**src/rtl/spi_register_bridge.sv**
```systemverilog
// spi_register_bridge
// SPI mode-0 peripheral that deserialises 24-bit register-write frames
// (16-bit register number, then 8-bit value, MSB first) and drives a single-cycle
// register-write port. All SPI pins are oversampled in the i_Clock domain.
//
// Optional feature: define SPI_BURST_EN to keep writing after the first value.
// Each further complete byte in the same chip-select window is written to
// number+1, number+2, ... with 16-bit wrap. Without it, trailing bits are ignored.
module spi_register_bridge #(
    parameter int unsigned SYNC_STAGES = 2
) (
    input  logic        i_Clock,
    input  logic        i_Reset_n,
    input  logic        i_SpiSclk,
    input  logic        i_SpiCs_n,
    input  logic        i_SpiMosi,
    output logic        o_RegisterWriteEnable,
    output logic [15:0] o_RegisterWriteNumber,
    output logic [7:0]  o_RegisterWriteValue,
    output logic        o_FrameError,
    output logic        o_Busy
);

`ifdef SPI_BURST_EN
    typedef enum logic [1:0] {StIdle, StHeader, StData, StBurst} state_e;
`else
    typedef enum logic [1:0] {StIdle, StHeader, StData, StDrain} state_e;
`endif

    // ------------------------------------------------------------------
    // Input synchronizers and edge detection
    // ------------------------------------------------------------------
    logic [SYNC_STAGES-1:0] sclk_sync_q, sclk_sync_d;
    logic [SYNC_STAGES-1:0] cs_sync_q, cs_sync_d;
    logic [SYNC_STAGES-1:0] mosi_sync_q, mosi_sync_d;
    logic                   sclk_prev_q, sclk_prev_d;
    logic                   cs_prev_q, cs_prev_d;

    logic sclk_s;
    logic cs_s;
    logic mosi_s;
    logic sclk_rise;
    logic cs_rise;
    logic cs_fall;
    logic bit_take;

    // Shift each pin one stage deeper per clock; remember the previous sync outputs.
    always_comb begin
        sclk_sync_d = {sclk_sync_q[SYNC_STAGES-2:0], i_SpiSclk};
        cs_sync_d   = {cs_sync_q[SYNC_STAGES-2:0], i_SpiCs_n};
        mosi_sync_d = {mosi_sync_q[SYNC_STAGES-2:0], i_SpiMosi};
        sclk_prev_d = sclk_sync_q[SYNC_STAGES-1];
        cs_prev_d   = cs_sync_q[SYNC_STAGES-1];
    end

    // Synchronizer flops; CS resets to deasserted so reset never looks like a frame start.
    always_ff @(posedge i_Clock or negedge i_Reset_n) begin
        if (!i_Reset_n) begin
            sclk_sync_q <= '0;
            cs_sync_q   <= '1;
            mosi_sync_q <= '0;
            sclk_prev_q <= 1'b0;
            cs_prev_q   <= 1'b1;
        end else begin
            sclk_sync_q <= sclk_sync_d;
            cs_sync_q   <= cs_sync_d;
            mosi_sync_q <= mosi_sync_d;
            sclk_prev_q <= sclk_prev_d;
            cs_prev_q   <= cs_prev_d;
        end
    end

    // Decode synchronized levels and single-cycle edge events.
    always_comb begin
        sclk_s    = sclk_sync_q[SYNC_STAGES-1];
        cs_s      = cs_sync_q[SYNC_STAGES-1];
        mosi_s    = mosi_sync_q[SYNC_STAGES-1];
        sclk_rise = sclk_s & ~sclk_prev_q;
        cs_rise   = cs_s & ~cs_prev_q;
        cs_fall   = ~cs_s & cs_prev_q;
        // A CS rise in the same cycle as an SCLK edge ends the frame; the edge is dropped.
        bit_take  = sclk_rise & ~cs_rise;
    end

    // ------------------------------------------------------------------
    // Frame state machine
    // ------------------------------------------------------------------
    state_e      state_q, state_d;
    logic [4:0]  bit_cnt_q, bit_cnt_d;
    logic [15:0] number_sr_q, number_sr_d;
    logic [7:0]  value_sr_q, value_sr_d;
    logic [15:0] wr_number_q, wr_number_d;
    logic [7:0]  wr_value_q, wr_value_d;
    logic        wr_en_q, wr_en_d;
    logic        frame_err_q, frame_err_d;
    logic [7:0]  value_next;

    // State register plus all frame datapath flops.
    always_ff @(posedge i_Clock or negedge i_Reset_n) begin
        if (!i_Reset_n) begin
            state_q     <= StIdle;
            bit_cnt_q   <= '0;
            number_sr_q <= '0;
            value_sr_q  <= '0;
            wr_number_q <= '0;
            wr_value_q  <= '0;
            wr_en_q     <= 1'b0;
            frame_err_q <= 1'b0;
        end else begin
            state_q     <= state_d;
            bit_cnt_q   <= bit_cnt_d;
            number_sr_q <= number_sr_d;
            value_sr_q  <= value_sr_d;
            wr_number_q <= wr_number_d;
            wr_value_q  <= wr_value_d;
            wr_en_q     <= wr_en_d;
            frame_err_q <= frame_err_d;
        end
    end

    // Next-state logic: CS rise always returns to idle, otherwise advance on bit counts.
    always_comb begin
        state_d = state_q;
        if (cs_rise) begin
            state_d = StIdle;
        end else begin
            unique case (state_q)
                StIdle: begin
                    if (cs_fall) begin
                        state_d = StHeader;
                    end
                end
                StHeader: begin
                    if (bit_take && bit_cnt_q == 5'd15) begin
                        state_d = StData;
                    end
                end
                StData: begin
                    if (bit_take && bit_cnt_q == 5'd23) begin
`ifdef SPI_BURST_EN
                        state_d = StBurst;
`else
                        state_d = StDrain;
`endif
                    end
                end
`ifdef SPI_BURST_EN
                StBurst: state_d = StBurst;
`else
                StDrain: state_d = StDrain;
`endif
                default: state_d = StIdle;
            endcase
        end
    end

    // Datapath and registered strobes: shift bits, count them, load outputs, flag aborts.
    always_comb begin
        bit_cnt_d   = bit_cnt_q;
        number_sr_d = number_sr_q;
        value_sr_d  = value_sr_q;
        wr_number_d = wr_number_q;
        wr_value_d  = wr_value_q;
        wr_en_d     = 1'b0;
        frame_err_d = 1'b0;
        value_next  = {value_sr_q[6:0], mosi_s};

        if (cs_rise) begin
            // Abort is an error only if part of a header, value or burst byte arrived.
            unique case (state_q)
                StHeader: frame_err_d = (bit_cnt_q != 5'd0);
                StData:   frame_err_d = 1'b1;
`ifdef SPI_BURST_EN
                StBurst:  frame_err_d = (bit_cnt_q != 5'd0);
`else
                StDrain:  frame_err_d = 1'b0;
`endif
                default:  frame_err_d = 1'b0;
            endcase
            bit_cnt_d = '0;
        end else begin
            unique case (state_q)
                StIdle: begin
                    // Nothing partial may leak into the next frame.
                    bit_cnt_d   = '0;
                    number_sr_d = '0;
                    value_sr_d  = '0;
                end
                StHeader: begin
                    if (bit_take) begin
                        number_sr_d = {number_sr_q[14:0], mosi_s};
                        bit_cnt_d   = bit_cnt_q + 5'd1;
                    end
                end
                StData: begin
                    if (bit_take) begin
                        value_sr_d = value_next;
                        if (bit_cnt_q == 5'd23) begin
                            wr_number_d = number_sr_q;
                            wr_value_d  = value_next;
                            wr_en_d     = 1'b1;
                            bit_cnt_d   = '0;
                        end else begin
                            bit_cnt_d = bit_cnt_q + 5'd1;
                        end
                    end
                end
`ifdef SPI_BURST_EN
                StBurst: begin
                    if (bit_take) begin
                        value_sr_d = value_next;
                        if (bit_cnt_q == 5'd7) begin
                            // 16-bit add wraps FFFF to 0000 naturally.
                            wr_number_d = wr_number_q + 16'd1;
                            wr_value_d  = value_next;
                            wr_en_d     = 1'b1;
                            bit_cnt_d   = '0;
                        end else begin
                            bit_cnt_d = bit_cnt_q + 5'd1;
                        end
                    end
                end
`else
                StDrain: begin
                    bit_cnt_d = bit_cnt_q;
                end
`endif
                default: bit_cnt_d = '0;
            endcase
        end
    end

    // Output drive: everything comes straight from flops.
    always_comb begin
        o_RegisterWriteEnable = wr_en_q;
        o_RegisterWriteNumber = wr_number_q;
        o_RegisterWriteValue  = wr_value_q;
        o_FrameError          = frame_err_q;
        o_Busy                = ~cs_s;
    end

endmodule
```
**config.mk**
```make
export PLATFORM = sky130hd
export DESIGN_NAME = spi_register_bridge
export DESIGN_NICKNAME = d
export VERILOG_FILES = /design/src/rtl/spi_register_bridge.sv
export SDC_FILE = /design/constraint.sdc
export NUM_CORES = 1
export LEC_CHECK = 0
export ABC_AREA = 1
export CAP_MARGIN = 10
export CORE_MARGIN = 10
export CORE_UTILIZATION = 50
export CTS_CLUSTER_SIZE = 8
export DETAILED_ROUTE_END_ITERATION = 6
export PLACE_DENSITY = 0.72
export SLEW_MARGIN = 20
export SYNTH_ARGS = -nofsm -noshare
export SYNTH_HDL_FRONTEND = slang
export SYNTH_SLANG_ARGS = --single-unit
```
**constraint.sdc**
```tcl
create_clock -name i_Clock -period 1.51 [get_ports i_Clock]
set_input_delay 0.2265 -clock i_Clock [delete_from_list [all_inputs] [get_ports i_Clock]]
set_output_delay 0.2265 -clock i_Clock [all_outputs]
set_load 0.005 [all_outputs]
```
==> summary.md <==
Clock-pin slew was measured on the worst setup and hold paths at 70 ps. For this run, the total global-route usage over all layers was measured as 12.32%. The area growth from synthesis to layout is 28.55%.

Static timing analysis puts the maximum clock frequency at 0.6650 GHz. The logs give 8.573 ps for the worst setup skew after layout and 3544 µm for the detailed placement HPWL. The power density of the placed cells was 1369 nW/µm²; the clock network fraction of total power was 28.0%. Subtracting the final worst setup slack from the clock period gives 1504 ps. The height of the chip is 94.32 µm. The count of antenna diodes in the layout came out at 0. The tools report the number of H-tree branching levels as 3. Cells with a size suffix above 1 make up 21.61% of the layout. The average instance in the mapped netlist occupies 9.457 µm². The combined area of all synthesized cells was 2761 µm²; the initial antenna violation count was 0. The logs give 0 for the final number of hold-violating endpoints and 3550 µm² for the cell area after layout.

The final layout contains 356 nets. The Yosys warning count came out at 0. The largest buffer count on any clock path was 2.

In this run the power spent charging and discharging nets is 1608 µW. The tightest min-delay check is of the input pin to flip-flop type. The per-cell via count in the routed design was 4.875.

The count of standard-cell rows is 26, and the number of optimization iterations in the first detailed-route pass is 4. For the worst setup path, the data required time is 1730 ps. For the worst setup path, the data arrival time is 1730 ps.

The combined buffer and inverter count along the critical path came out at 2. In this run, synthesis inferred 0 flip-flops with an integrated enable. The remaining antenna violation count is 0, and the met2 routing resource usage after global routing is 19.45%.

TritonCTS built the clock tree. Across the VDD grid, the largest voltage drop is 0.7625 mV. The cell occurring most often along the worst timing path was sky130_fd_sc_hd__nand2_1. For this block, the via count after detailed routing is 2033. For the worst-skew pair, the clock arrives at the later sink with an insertion delay of 340 ps.

The netlist uses 27 different library cells. For this run, the leading register cell type out of synthesis is sky130_fd_sc_hd__dfrtp_1. In this run, the number of DRC markers left after iteration 0 of detailed routing was 100. At the end of routability-driven placement, the weighted congestion stood at 0.8273.

The clock tree root driver cell was sky130_fd_sc_hd__clkbuf_8. The first global-routing pass estimated 8763 µm of wire. Setup repair after global routing could not meet its margin everywhere.

Among all stages on the critical path, the largest delay is contributed by sky130_fd_sc_hd__dfstp_2. Max-cap violations in this run came to 0. The via count of the first global-routing pass was 1947. The critical path goes through inv_2 > ha_4 > nor2_4 > nand3_4 > buf_4 > nand2_1 > nand2_1. The die is 94.32 µm wide. The run gives 33 as the maximum number of pins on one net before global-route repair. Internal power comes to 3249 µW. The share of total power consumed by net switching is 33.11%, and the number of synthesized register bits is 64. The layer with the highest usage after global routing is met2. In the finished design, the share of the clock period the worst path needs comes to 99.59%. The run gives 9 as the number of buffers created by CTS. The worst setup path is captured at a flip-flop. After floorplanning, the core was sized to cover 5238 µm². The number of nets handed over by synthesis was 306. The number of placed instances, taps included, is 395. At the pin with the least slew margin, the transition time is 525.1 ps. The worst setup path is launched from a flip-flop. The run gives 33.0% as the combinational power share. For the total of endpoints with negative setup slack in the final report, the log shows 0. The worst setup path is of the flip-flop to flip-flop kind. For the max-slew violation total from the final report, the log shows 0.

The async set-reset flop share out of synthesis is 100.0%. Number of port buffers: 31. Clock tree synthesis found a total of 64 sinks. Global routing consumed, on the met1 layer, 14.11% of the routing resources. Wires add up to 5429 µm. For the overflow left after global routing, the log shows 0.

After detailed routing, the number of remaining DRC violations is 0. The flow ran to the end, and the final reports show no timing, DRC or antenna violations. The tools report the worst hold margin as 297.4 ps.

32 I/O pins were placed. The die covers 8895 µm². The tools report the gate count of the mapped netlist as 292. The count of cells in the finished layout, fillers not included, comes to 417. For the starting density of the core, the log shows 52.72%. The tools report the cell area reported after detailed placement as 3199 µm². In this run the worst path has a maximum fanout of 11. The kind of cell with the highest combined delay along the critical path is flip-flops. For the static leakage power, the log shows 0.001729 µW.

The sequential share of power is 39.0%, and the met3 usage is 4.716%. Measured against its own limit, the worst slew margin works out to 64.99%. The sequential fraction of the synthesis area came out at 58.13%. The average wire per cell in the routed design came out at 13.02 µm. For this run, the slowest stage of the critical path takes 520 ps.
==> synthesized netlist by cell type, types with 2 or more instances <==
cell,n,share of area [%]
sky130_fd_sc_hd__ha_1,9,4.1
sky130_fd_sc_hd__nand2_1,141,19
sky130_fd_sc_hd__nor2_2,2,0.45
sky130_fd_sc_hd__inv_1,17,2.3
sky130_fd_sc_hd__o22ai_1,2,0.45
sky130_fd_sc_hd__o21ai_2,14,4.4
sky130_fd_sc_hd__buf_6,5,2.0
sky130_fd_sc_hd__o21ai_0,2,0.36
sky130_fd_sc_hd__dfstp_2,3,2.9
sky130_fd_sc_hd__nand3_1,6,1.1
sky130_fd_sc_hd__nor2_1,8,1.1
sky130_fd_sc_hd__a21oi_1,4,0.72
sky130_fd_sc_hd__nand4_1,4,0.91
sky130_fd_sc_hd__buf_2,2,0.36
sky130_fd_sc_hd__dfrtp_1,61,55
==> timing repair <==
item                                    CTS  global route
hold buffers                              1             0
hold endpoints to repair                 17             0
setup buffers                             3             1
resized for setup                         9            24
cloned                                    0             2
endpoints found under the setup margin   25            55
pin swaps                                 3             6
==> flip-flops by register name (all words and copies together), names as in the netlist <==
signal,cells
o_RegisterWriteNumber,16
bit_cnt_q,5
number_sr_q,16
state_q,2
o_FrameError,1
mosi_sync_q,2
sclk_prev_q,1
o_RegisterWriteValue,8
cs_prev_q,1
sclk_sync_q,2
cs_sync_q,2
o_RegisterWriteEnable,1
value_sr_q,7
==> stage by stage <==
stage	setup WS [ps]	TNS, ps	util (%)	power (µW)
2_1_floorplan	57.85	0	-	2845
3_3_place_gp	2.224	0	61.08	3079
3_5_place_dp	-75.92	-192.1	61.08	3101
4_1_cts	4.309	0	65.72	4566
5_1_grt	-74.45	-1316	67.77	5119
6_report	6.165	0	67.77	4858
==> final timing paths <==
kind	cells after the start	endpoint	startpoint	slack (ps)
min in group asynchronous	2	value_sr_q[2]$_DFFE_PN0P_	i_Reset_n	400
max in group asynchronous	3	state_q[1]$_DFFE_PN0P_	i_Reset_n	600
worst max-delay path	7	o_RegisterWriteNumber[0]$_DFFE_PN0P_	cs_prev_q$_DFF_PN1_	6
worst min register to register	0	cs_sync_q[1]$_DFF_PN1_	cs_sync_q[0]$_DFF_PN1_	360
worst min-delay path	1	cs_sync_q[0]$_DFF_PN1_	i_SpiCs_n	300
worst max register to register	7	o_RegisterWriteNumber[0]$_DFFE_PN0P_	cs_prev_q$_DFF_PN1_	6
==> logic make-up (layout without fill, tap and decap cells) <==
logic type	after synthesis	after routing	synth area share (%)
compound gates	26	26	7.567
fa+ha+maj	9	9	4.078
mux	1	1	0.3625
simple gates	165	165	24.51
buf+inv	27	82	5.347
flops	64	64	58.13
==> worst reg2reg max path, delay by kind of cell, from the launching register on <==
| family | cells | cell delay [ps] |
|---|---|---|
| adder cells (fa/ha/maj) | 1 | 180 |
| AND/OR/NAND/NOR | 4 | 460 |
| buffers and inverters | 2 | 240 |
| flip-flops | 1 | 520 |
==> per-layer routing <==
layer,part of all wire [%],vias up
li1,-,1016
met1,43,958
met2,49,52
met3,6.9,7
met4,1.4,0
met5,0,-
==> placed cells by master (no fill, tap or decap), types with 4 or more instances in the layout <==
master,synthesis,final
sky130_fd_sc_hd__nand3_1,6,5
sky130_fd_sc_hd__nand4_1,4,4
sky130_fd_sc_hd__buf_6,5,6
sky130_fd_sc_hd__clkbuf_8,0,9
sky130_fd_sc_hd__o21ai_2,14,14
sky130_fd_sc_hd__buf_4,1,6
sky130_fd_sc_hd__ha_1,9,5
sky130_fd_sc_hd__nand2_2,0,4
sky130_fd_sc_hd__inv_1,17,13
sky130_fd_sc_hd__nand2_1,141,137
sky130_fd_sc_hd__nor2_1,8,6
sky130_fd_sc_hd__clkdlybuf4s50_1,0,29
sky130_fd_sc_hd__dfrtp_1,61,60
==> power groups by stage <==
stage | clock network, µW | logic [µW] | registers [µW]
after floorplan | 0 | 947 | 1900
after global placement | 0 | 1170 | 1910
after detailed placement | 0 | 1190 | 1920
after CTS | 1390 | 1300 | 1880
after global routing | 1470 | 1740 | 1910
final | 1360 | 1600 | 1900
==> area by class of cell <==
cell class | instances | area (µm²)
clock buffers | 12 | 135.1
inverters | 18 | 75.07
clock inverters | 4 | 45.04
fillers | 405 | 1688
repair buffers | 48 | 508.0
flip-flops and latches | 64 | 1607
multi-input cells | 201 | 1092
well taps | 70 | 87.58
Power figures use the tool's default switching activity.
